<file path="src/rtl/slc3_run_ctrl_if.sv">
// CPU-side signals of the SLC-3 run controller: pause request/code in,
// clear/start/continue pulses, LED latch and FSM state out.
interface slc3_run_ctrl_if;
    logic       pause_req;
    logic [9:0] pause_code;
    logic       cpu_clear;
    logic       cpu_start;
    logic       cpu_continue;
    logic [9:0] LED;
    logic [1:0] state;

    modport master (
        output pause_req, pause_code,
        input  cpu_clear, cpu_start, cpu_continue, LED, state
    );

    modport slave (
        input  pause_req, pause_code,
        output cpu_clear, cpu_start, cpu_continue, LED, state
    );
endinterface

</file>
<file path="src/rtl/slc3_run_ctrl.sv">
// SLC-3 run/pause controller: synchronizes and edge-detects Run/Continue buttons and
// sequences clear/start/continue pulses. Define SLC3_CTRL_DEBOUNCE_EN to include the debouncer.
//
// state   | meaning
// IDLE    | after reset or a combined Run+Continue clear; CPU not started
// RUNNING | CPU executing
// PAUSED  | PAUSE instruction seen, LED holds its code, waiting for Continue
// RESUME  | continue pulse issued, waiting for pause_req to drop
module slc3_run_ctrl #(
    parameter int DB_CYCLES = 4
) (
    input  logic           Clk,
    input  logic           Reset_n,
    input  logic           Run,
    input  logic           Continue,
    slc3_run_ctrl_if.slave cpu
);

    typedef enum logic [1:0] {
        ST_IDLE    = 2'd0,
        ST_RUNNING = 2'd1,
        ST_PAUSED  = 2'd2,
        ST_RESUME  = 2'd3
    } state_t;

    // Bit 0 is Run, bit 1 is Continue; both active-low.
    logic [1:0] btn;
    logic [1:0] sync1_q, sync2_q;
    logic [1:0] db_lvl;
    logic [1:0] lvl_prev_q;
    logic [1:0] press_q;

    assign btn = {Continue, Run};

    always_ff @(posedge Clk or negedge Reset_n) begin
        if (!Reset_n) begin
            sync1_q <= '1;
            sync2_q <= '1;
        end else begin
            sync1_q <= btn;
            sync2_q <= sync1_q;
        end
    end

`ifdef SLC3_CTRL_DEBOUNCE_EN
    localparam int CNT_W = $clog2(DB_CYCLES + 1);

    logic [CNT_W-1:0] cnt_q [2];
    logic [1:0]       db_q;

    // Accept the new level on the DB_CYCLES-th consecutive differing sample.
    always_ff @(posedge Clk or negedge Reset_n) begin
        if (!Reset_n) begin
            db_q     <= '1;
            cnt_q[0] <= '0;
            cnt_q[1] <= '0;
        end else begin
            for (int i = 0; i < 2; i++) begin
                if (sync2_q[i] == db_q[i]) begin
                    cnt_q[i] <= '0;
                end else if (cnt_q[i] >= CNT_W'(DB_CYCLES - 1)) begin
                    db_q[i]  <= sync2_q[i];
                    cnt_q[i] <= '0;
                end else begin
                    cnt_q[i] <= cnt_q[i] + CNT_W'(1);
                end
            end
        end
    end

    assign db_lvl = db_q;
`else
    assign db_lvl = sync2_q;
`endif

    always_ff @(posedge Clk or negedge Reset_n) begin
        if (!Reset_n) begin
            lvl_prev_q <= '1;
            press_q    <= '0;
        end else begin
            lvl_prev_q <= db_lvl;
            press_q    <= lvl_prev_q & ~db_lvl;
        end
    end

    logic run_ev, cont_ev;
    assign run_ev  = press_q[0];
    assign cont_ev = press_q[1];

    state_t     state_q, state_d;
    logic       pend_q, pend_d;
    logic       clr_q, clr_d;
    logic       start_q, start_d;
    logic       cont_q, cont_d;
    logic [9:0] led_q, led_d;

    always_ff @(posedge Clk or negedge Reset_n) begin
        if (!Reset_n) begin
            state_q <= ST_IDLE;
            pend_q  <= 1'b0;
            clr_q   <= 1'b0;
            start_q <= 1'b0;
            cont_q  <= 1'b0;
            led_q   <= '0;
        end else begin
            state_q <= state_d;
            pend_q  <= pend_d;
            clr_q   <= clr_d;
            start_q <= start_d;
            cont_q  <= cont_d;
            led_q   <= led_d;
        end
    end

    // A Run press always wins and restarts the clear/start sequence.
    always_comb begin
        state_d = state_q;
        pend_d  = 1'b0;
        clr_d   = 1'b0;
        start_d = 1'b0;
        cont_d  = 1'b0;
        led_d   = led_q;
        if (run_ev) begin
            clr_d   = 1'b1;
            pend_d  = ~cont_ev;
            state_d = ST_IDLE;
        end else if (pend_q) begin
            start_d = 1'b1;
            state_d = ST_RUNNING;
        end else begin
            case (state_q)
                ST_RUNNING: if (cpu.pause_req) begin
                    state_d = ST_PAUSED;
                    led_d   = cpu.pause_code;
                end
                ST_PAUSED: if (cont_ev) begin
                    cont_d  = 1'b1;
                    state_d = ST_RESUME;
                end
                ST_RESUME: if (!cpu.pause_req) state_d = ST_RUNNING;
                default: ;
            endcase
        end
    end

    assign cpu.cpu_clear    = clr_q;
    assign cpu.cpu_start    = start_q;
    assign cpu.cpu_continue = cont_q;
    assign cpu.LED          = led_q;
    assign cpu.state        = state_q;

endmodule

</file>
<file path="src/flat_wrapper.sv">
// flat-port wrapper written by rule: the top's interface ports become plain ports
module slc3_run_ctrl_flat 
#(
    parameter int DB_CYCLES = 4
)
  (Clk, Reset_n, Run, Continue, cpu_pause_req, cpu_pause_code, cpu_cpu_clear, cpu_cpu_start, cpu_cpu_continue, cpu_LED, cpu_state);
  slc3_run_ctrl_if cpu_i ();
  input  logic Clk;
  input  logic Reset_n;
  input  logic Run;
  input  logic Continue;
  input wire logic [$bits(cpu_i.pause_req)-1:0] cpu_pause_req;
  input wire logic [$bits(cpu_i.pause_code)-1:0] cpu_pause_code;
  output wire logic [$bits(cpu_i.cpu_clear)-1:0] cpu_cpu_clear;
  output wire logic [$bits(cpu_i.cpu_start)-1:0] cpu_cpu_start;
  output wire logic [$bits(cpu_i.cpu_continue)-1:0] cpu_cpu_continue;
  output wire logic [$bits(cpu_i.LED)-1:0] cpu_LED;
  output wire logic [$bits(cpu_i.state)-1:0] cpu_state;
  assign cpu_i.pause_req = cpu_pause_req;
  assign cpu_i.pause_code = cpu_pause_code;
  assign cpu_cpu_clear = cpu_i.cpu_clear;
  assign cpu_cpu_start = cpu_i.cpu_start;
  assign cpu_cpu_continue = cpu_i.cpu_continue;
  assign cpu_LED = cpu_i.LED;
  assign cpu_state = cpu_i.state;
  slc3_run_ctrl #(.DB_CYCLES(DB_CYCLES)) u_core (.Clk(Clk), .Reset_n(Reset_n), .Run(Run), .Continue(Continue), .cpu(cpu_i));
endmodule
</file>
<file path="config.mk">
export PLATFORM = sky130hd
export DESIGN_NAME = slc3_run_ctrl_flat
export DESIGN_NICKNAME = d
export VERILOG_FILES = /design/src/rtl/slc3_run_ctrl_if.sv /design/src/rtl/slc3_run_ctrl.sv /design/src/flat_wrapper.sv
export SDC_FILE = /design/constraint.sdc
export NUM_CORES = 1
export LEC_CHECK = 0
export CORE_MARGIN = 2
export CORE_UTILIZATION = 43
export CTS_CLUSTER_SIZE = 30
export DETAILED_ROUTE_END_ITERATION = 6
export PLACE_DENSITY = 0.77
export SLEW_MARGIN = 20
export SYNTH_ARGS = -nofsm -noshare
export SYNTH_HDL_FRONTEND = slang
export SYNTH_SLANG_ARGS = --single-unit
</file>
<file path="constraint.sdc">
create_clock -name Clk -period 2.25 [get_ports Clk]
set_input_delay 0.3375 -clock Clk [delete_from_list [all_inputs] [get_ports Clk]]
set_output_delay 0.3375 -clock Clk [all_outputs]
set_load 0.02 [all_outputs]
</file>
==> reports/metrics.cfg <==
[synth]
synth_area_leaders=dfrtp_1 (52%), dfstp_2 (18%), mux2_4 (17%)
async_flop_share_pct=100
syn_area_um2=863
ys_types=14
yosys_warnings=0
synth_commonest_cells=dfrtp_1 (18), mux2_4 (10), dfstp_2 (6)
synth_top_area_cell=dfrtp_1
yosysSeqAreaShare_pct=70.4
synth_area_per_cell_um2=18.0
synth_nets=63
synth_top_area_share_pct=52.2
yosys_most_used_dff=dfrtp_1
netlist_instances=48
synth_edf_count=0
yosysMostFrequentCell=dfrtp_1
ys_ff_latch=24

[critical_path]
worstPathArrival_ps=1390
path_cells=clkdlybuf4s50_1
worstSetupStartpointType=flop
cp-end-kind=primary output
cp.depth=1
required_ps=1910
path_buf_inv=1
crit_slowest_cell=clkdlybuf4s50_1
reg2reg_depth=3
crit_fanout=5
worstSetupPathType=flop to primary output
slowest_delay_ps=640
crit_family=buffers and inverters

[global_routing]
grt_pass1_vias=514
grt_overflow=0
antenna_found_initial=0
grt_usage_pct=13.8
grt_pass1_wl_um=2480
grt_max_degree=25

[timing]
finalHoldViolCount=0
fmax_mhz=580
slew_violations=0
rsz0062_at_grt=false
setup_violations=0
min_period_ps=1720
relSlewSlack_pct=81.0
tightest_slew_ps=286
finalCritPeriodShare_pct=76.6
fin_tns_setup_ps=0
fin_worst_skew_ps=4.98

[clock_network]
cts_hold_buf=0
numCtsBuffers=3
cts_tree=done
cts_repair_resize_count=0
clkTransAtPathRegs_ps=120
clock-sinks=24
clk_path_buf_depth=2
post_cts_buffers=0
cts_root_buffer=clkbuf_4
clk_latency_ps=310
htreeDepth=1

[power]
finalPower_uw=1210
p_leak_uw=0.000558
power.density_mw_per_mm2=992
max-vdd-ir-drop_uv=601

[finish]
syn_to_final_growth_pct=41.3
fin_nets=97
n_antenna_cell=0
drive_gt1_share_pct=28.4
final_core_util_pct=63.5

[floorplan]
design.core.area_mm2=0.00192
die_w_um=48.8
die_y_um=48.8
ioPinCount=30
fp.dieArea_mm2=0.00238
start_util_pct=44.9
fp-row-count=16

[worst_hold_path]
hold_path_class=input pin to asynchronous set/reset pin

[drt]
vias=499
drt_iter0_markers=6
routedWlPerCell_um=12.6
vias_per_cell=4.62
drc_errors=0
drt-total-wl_um=1360
firstDrtPassIters=4
antenna_left=0

[placed_design]
gp_congestion=0.719
hpwl_um=965
port_buffers=29

[outcome]
status=complete, no violations

[job]
maxCapViolCount=0

[sequential cells by signal, summed over array words and instances (netlist names)]
name / cells
u_core.db_lvl: 2
u_core.sync1_q: 2
u_core.cpu.state: 2
u_core.cpu.LED: 10
u_core.cpu.cpu_continue: 1
u_core.cpu.cpu_start: 1
u_core.lvl_prev_q: 2
u_core.press_q: 2
u_core.cpu.cpu_clear: 1
u_core.pend_q: 1
[per-stage QoR]
stage | setup slack (ps) | cells | instance area [µm²] | hold WS, ps
floorplan | 538 | 48 | 863 | 41.9
CTS | 510 | 108 | 1220 | 359
detailed placement | 195 | 104 | 1180 | 352
global route | 448 | 108 | 1220 | 376
finish | 526 | 108 | 1220 | 355
global placement | 231 | 104 | 1180 | 346
[layer usage]
layer  global-route usage [%]  share of wire [%]  routed length, µm  vias up
met4                     7.14                2.0                 27        0
met2                     20.8                 50                675       18
met3                     3.99                5.5                 74        3
met1                     18.3                 43                579      248
li1                         -                  -                  -      230
met5                        0                  0                  0        -
[logic make-up (layout without fill, tap and decap cells)]
| logic type | after synthesis | after routing | synth area share [%] |
|---|---|---|---|
| compound gates | 2 | 2 | 1.45 |
| buf+inv | 1 | 34 | 1.30 |
| flops | 24 | 24 | 70.4 |
| mux | 11 | 11 | 18.6 |
| simple gates | 10 | 10 | 8.26 |
[cell type report]
cell class | count | area (µm²)
Clock buffer | 4 | 36.3
Fill cell | 159 | 702
Multi-Input combinational cell | 23 | 244
Sequential cell | 24 | 608
Tap cell | 27 | 33.8
Timing Repair Buffer | 30 | 298
[report_power, final]
part	internal (µW)	switching, µW	total (µW)	leakage (µW)
Sequential	520	52.3	572	0.000289
Clock	98.9	120	219	0.0000210
Combinational	253	165	418	0.000249
[final timing paths]
path                                                  from                        endpoint  slack (ps)
hold / removal                                     Reset_n   u_core.cpu.LED[8]$_DFFE_PN0P_         360
hold reg to reg                u_core.sync1_q[0]$_DFF_PN1_      u_core.db_lvl[0]$_DFF_PN1_         370
setup / recovery           u_core.cpu.state[0]$_DFFE_PN0P_                    cpu_state[0]         530
setup reg to reg           u_core.cpu.state[1]$_DFFE_PN0P_   u_core.cpu.LED[6]$_DFFE_PN0P_         570
max in group asynchronous                          Reset_n  u_core.lvl_prev_q[0]$_DFF_PN1_        1610
min in group Clk               u_core.sync1_q[0]$_DFF_PN1_      u_core.db_lvl[0]$_DFF_PN1_         370
[cells in the final DEF, fill, tap and decap left out]
cell type	n
clkbuf_4	3
mux2i_1	1
a21oi_1	1
buf_4	1
or4b_4	1
clkdlybuf4s50_1	29
nor2b_1	4
dfrtp_1	18
nor3_1	1
clkbuf_8	1
mux2_4	10
nand2_1	1
dfstp_2	6
nor4_1	1
a21o_1	1
nor2_1	1
nand2b_4	1
Power figures use the tool's default switching activity.
==> RTL change 1, RTL diff (same settings) <==
Add a define of `SLC3_CTRL_DEBOUNCE_EN`.
--- a/src/rtl/slc3_run_ctrl.sv
+++ b/src/rtl/slc3_run_ctrl.sv
@@ -6,6 +6,8 @@
 // RUNNING | CPU executing
 // PAUSED  | PAUSE instruction seen, LED holds its code, waiting for Continue
 // RESUME  | continue pulse issued, waiting for pause_req to drop
+`define SLC3_CTRL_DEBOUNCE_EN
+
 module slc3_run_ctrl #(
     parameter int DB_CYCLES = 4
 ) (
Function: changed (Yosys sat finds a counterexample within 10 cycles, from zero or initial values and one cycle with Reset_n low).
==> RTL change 1 against the original RTL <==
  * The flow now finishes with violations (design-rule violations)
  * Count of clock-buffer cells in the layout grew 3
  * First-iteration DRC count increased by 120%
  * Synthesized cell count up 79%
  * Routed wire length increased by 42%
  * Sequential cell count is 8 higher
  * Critical path depth did not move
  * Register-to-register slack better by 0.05 ns
  * Area after synthesis increased by 49%
  * Total power is 91% higher
  * Worst setup slack gained 0.0044 ns
  * Design area grew 37%
  * Clock power is 37% higher
  * Critical endpoint unchanged
  * Largest power group is now combinational logic
==> RTL change 1: results (changes against the original RTL) <==
Starting Density - 45.72% (+0.80 points)
Synth cell types - 21 (+7)
Largest net degree at the start of global routing - 33 (+32%)
Clk_lat worst skew - 0.33 ns (+0.02 ns)
Layout cell share with drive strength beyond 1 - 20.97% (-7.4 points)
Max Clock Skew - 0.009161 ns (+0.004186 ns)
Drt wl/cell - 12.46 um (-0.78%)
DRC viols - 3 (+3)
Iteration-0 DRC Markers - 13 (+7)
Gpl congestion - 0.7370 (+2.6%)
Final HPWL DP - 1450 um (+50%)
First-pass GRT wire length - 3477 um (+40%)
Fillers - 246 (+55%)
Number of global-route vias before repair - 812 (+58%)
Synth Net Count - 108 (+71%)
P_sw - 777.9 uW (+130%)
Worst hold path type - register to register
Post-layout net count - 145 (+49%)
Clk slew on worst S/H paths - 0.09 ns (-0.03 ns)
Place WS - 0.5724 ns (+0.3775 ns)
CTS H-Tree Depth - 2 (+1)
Num CTS Buffers - 5 (+2)
Drt via density - 4.923 (+6.5%)
Worst-Margin Slew - 0.4274 ns (+0.1417 ns)
Register area share after synthesis - 63.22% (-7.2 points)
Failing checks - design-rule violations
Status - complete, but fails checks
Commonest cells post-synth - dfrtp_1, mux2_4, dfstp_2, ha_1, nor2_1
[RTL change 1: cell types whose count changed after synthesis, moves of 4 or more]
cell     unedited run  this run
inv_1               0         4
ha_1                0         7
and3_1              0         4
nor2_1              1         7
dfrtp_1            18        24
[RTL change 1: per-stage QoR]
step	cell area, sq um	cells	total power [uW]	utilization (%)
after floorplan	1282	86	1631	-
after global placement	1615	147	1995	57.58
after detailed placement	1615	147	2036	57.58
after CTS	1665	155	2348	59.37
after global routing	1665	155	2476	59.37
final	1665	155	2311	59.37
[RTL change 1: layout make-up]
class / count / share of cell area, %
flip-flops and latches: 32 / 48.69
clock inverters: 1 / 0.3005
inverters: 4 / 0.9016
well taps: 31 / 2.329
repair buffers: 31 / 18.33
multi-input cells: 49 / 26.75
clock buffers: 7 / 2.705
[RTL change 1: logic make-up after synthesis]
| logic type | count (synthesis) | synth area share, % |
|---|---|---|
| multiplexers | 13 | 14.24 |
| AO/OA/AOI/OAI | 5 | 3.024 |
| adder cells (fa/ha/maj) | 7 | 6.829 |
| buffers and inverters | 5 | 2.048 |
| XOR/XNOR | 2 | 1.366 |
| AND/OR/NAND/NOR | 22 | 9.268 |
| flip-flops | 32 | 63.22 |
[RTL change 1: final timing paths]
check | startpoint | cells past startpoint | slack [ns] | endpoint
setup / recovery | u_core.cpu.state[0] | 1 | 0.53 | cpu_state[0]
max in group asynchronous | Reset_n | 2 | 1.54 | u_core.sync2_q[1]
setup reg to reg | u_core.cnt_q[3] | 4 | 0.62 | u_core.db_lvl[0]
hold / removal | u_core.sync1_q[0] | 0 | 0.36 | u_core.sync2_q[0]
min in group asynchronous | Reset_n | 2 | 0.39 | u_core.cpu.LED[7]
hold reg to reg | u_core.sync1_q[0] | 0 | 0.36 | u_core.sync2_q[0]
[RTL change 1: power groups by stage]
stage	Clock (uW)	Combinational (uW)	Sequential (uW)
floorplan	0	489	1140
CTS	316	1030	1000
global route	338	1100	1040
detailed placement	0	1030	1010
global placement	0	996	999
finish	300	1010	996
[RTL change 1: per-layer routing]
| metal | global-route usage [%] | wire length, um |
|---|---|---|
| met4 | 5.844 | 34 |
| met5 | 0 | 0 |
| met2 | 21.51 | 943 |
| met1 | 16.42 | 805 |
| met3 | 6.593 | 147 |
==> RTL change 2, RTL diff (config.mk and constraints unchanged) <==
Without the edit above. Add an input register stage for `Run` and `Continue`, cleared by the reset; this delays them by one clock. The other inputs are not delayed to match.
--- a/src/rtl/slc3_run_ctrl.sv
+++ b/src/rtl/slc3_run_ctrl.sv
@@ -23,6 +23,19 @@
         ST_RESUME  = 2'd3
     } state_t;
 
+    logic Run_q;
+    logic Continue_q;
+
+    always_ff @(posedge Clk or negedge Reset_n) begin
+        if (!Reset_n) begin
+            Run_q      <= '0;
+            Continue_q <= '0;
+        end else begin
+            Run_q      <= Run;
+            Continue_q <= Continue;
+        end
+    end
+
     // Bit 0 is Run, bit 1 is Continue; both active-low.
     logic [1:0] btn;
     logic [1:0] sync1_q, sync2_q;
@@ -30,7 +43,7 @@
     logic [1:0] lvl_prev_q;
     logic [1:0] press_q;
 
-    assign btn = {Continue, Run};
+    assign btn = {Continue_q, Run_q};
 
     always_ff @(posedge Clk or negedge Reset_n) begin
         if (!Reset_n) begin
Check against the original RTL: not equivalent (a bounded check fails within 10 cycles, from zero or initial values and one cycle with Reset_n low).
==> RTL change 2 against the original RTL <==
  * Total power rose by 0.89%
  * Clock skew rose by 0.011 ns
  * Design area rose by 3.3%
  * Worst setup slack got worse by 0.0024 ns
  * Sequential cell count rose by 2
  * Largest power group unchanged
  * Routed wire length rose by 0.81%
  * Hold slack improved by 0.0010 ns
  * Register-to-register slack got worse by 0.02 ns
  * Maximum frequency fell by 0.14%
  * Area after synthesis rose by 5.8%
==> RTL change 2: results (changes against the original RTL) <==
Status - completed
Number of global-route vias before repair - 508 (-1.2%)
Post-layout net count - 99 (+2.1%)
Post-CTS setup buffer count - 0 (unchanged)
Gpl congestion - 0.6839 (-4.8%)
Synth top area cells - dfrtp_1, dfstp_2, mux2_4
First-pass GRT wire length - 2428 um (-2.0%)
Syn Area/Cell - 18.27 sq um (+1.6%)
ANT cells - 0 (unchanged)
Antenna violations before repair - 0 (unchanged)
Largest register FFs - 10 (unchanged)
Vias - 520 (+4.2%)
Synth Net Count - 65 (+3.2%)
Top FF cell, synth - dfrtp_1
Endpoints failing setup - 0 (unchanged)
CP max-delay cell - clkdlybuf4s50_1
Final hold slack - 0.3565 ns (+0.001010 ns)
Iteration-0 DRC Markers - 2 (-4)
Clk_lat worst skew - 0.32 ns
R2R Path End - u_core.cpu.LED[0]
End point of the critical path - cpu_state[0]
Syn. warnings - 0 (unchanged)
Max_slew headroom - 79.83% (-1.1 points)
Clk slew on worst S/H paths - 0.13 ns
Critical Path Start - u_core.cpu.state[0]
Place WS - 0.2006 ns (+0.005678 ns)
Register area share after synthesis - 72.05% (+1.6 points)
Total GRT Usage - 13.29% (-0.54 points)
CTS H-Tree Depth - 1 (unchanged)
Commonest cells post-synth - dfrtp_1, mux2_4, dfstp_2, nor2b_1
Num CTS Buffers - 3 (unchanged)
Largest net degree at the start of global routing - 27 (+8.0%)
Fillers - 143 (-10%)
Max IR drop VDD - 544.8 uV (-9.4%)
Placed Area - 1234 sq um (+4.2%)
Max incr delay on CP - 0.63 ns
Synth cell types - 14 (unchanged)
CP top delay family - buffers and inverters
Maximum clock insertion buffer count - 2 (unchanged)
Routed WL - 1367 um (+0.81%)
Leakage - 0.0005756 uW (+3.1%)
Post-CTS resize count - 0 (unchanged)
Fin crit share - 76.74% (+0.11 points)
Ys async rst share - 100.0% (unchanged)
Top-area cell type share of the netlist area - 54.79% (+2.6 points)
Drt pass-1 iters - 2 (-2)
R2R Setup Slk - 0.55 ns (-0.02 ns)
Root buf cell - clkbuf_4
Port Buf Inserts - 29 (unchanged)
Worst hold path type - primary input to asynchronous set/reset pin
Layout cell share with drive strength beyond 1 - 26.51% (-1.9 points)
Max Clock Skew - 0.01640 ns (+0.01143 ns)
Reg2reg start - u_core.cpu.state[1]
R2R cell count - 3 (unchanged)
Drt wl/cell - 12.43 um (-1.0%)
Placed Cells - 106 (+1.9%)
Worst Path Max Fanout - 5 (unchanged)
-- RTL change 2: power breakdown --
group          internal (uW)  switching [uW]
sequential               558            54.1
clock                   69.2             122
combinational            253             165
total                    880             341
-- RTL change 2: cells by family (layout without fill, tap and decap cells) --
kind of cell / after synthesis / in the layout / share of synthesized area, %
buffers and inverters: 1 / 34 / 1.233
multiplexers: 11 / 11 / 17.53
flip-flops: 26 / 26 / 72.05
AND/OR/NAND/NOR: 10 / 10 / 7.806
AO/OA/AOI/OAI: 2 / 2 / 1.370
-- RTL change 2: cell type report --
class	count	area [sq um]	area share, %
timing repair buffer	30	297.8	23.63
tap	27	33.78	2.681
sequential	26	658.1	52.23
clock buffer	4	26.28	2.085
multi-input combinational	23	244.0	19.36
-- RTL change 2: routing by layer --
metal,global-route usage [%],wire (um),up-vias
li1,-,-,235
met1,16.23,567,266
met2,20.18,705,17
met3,5.152,82,2
met4,6.944,12,0
met5,0,0,-
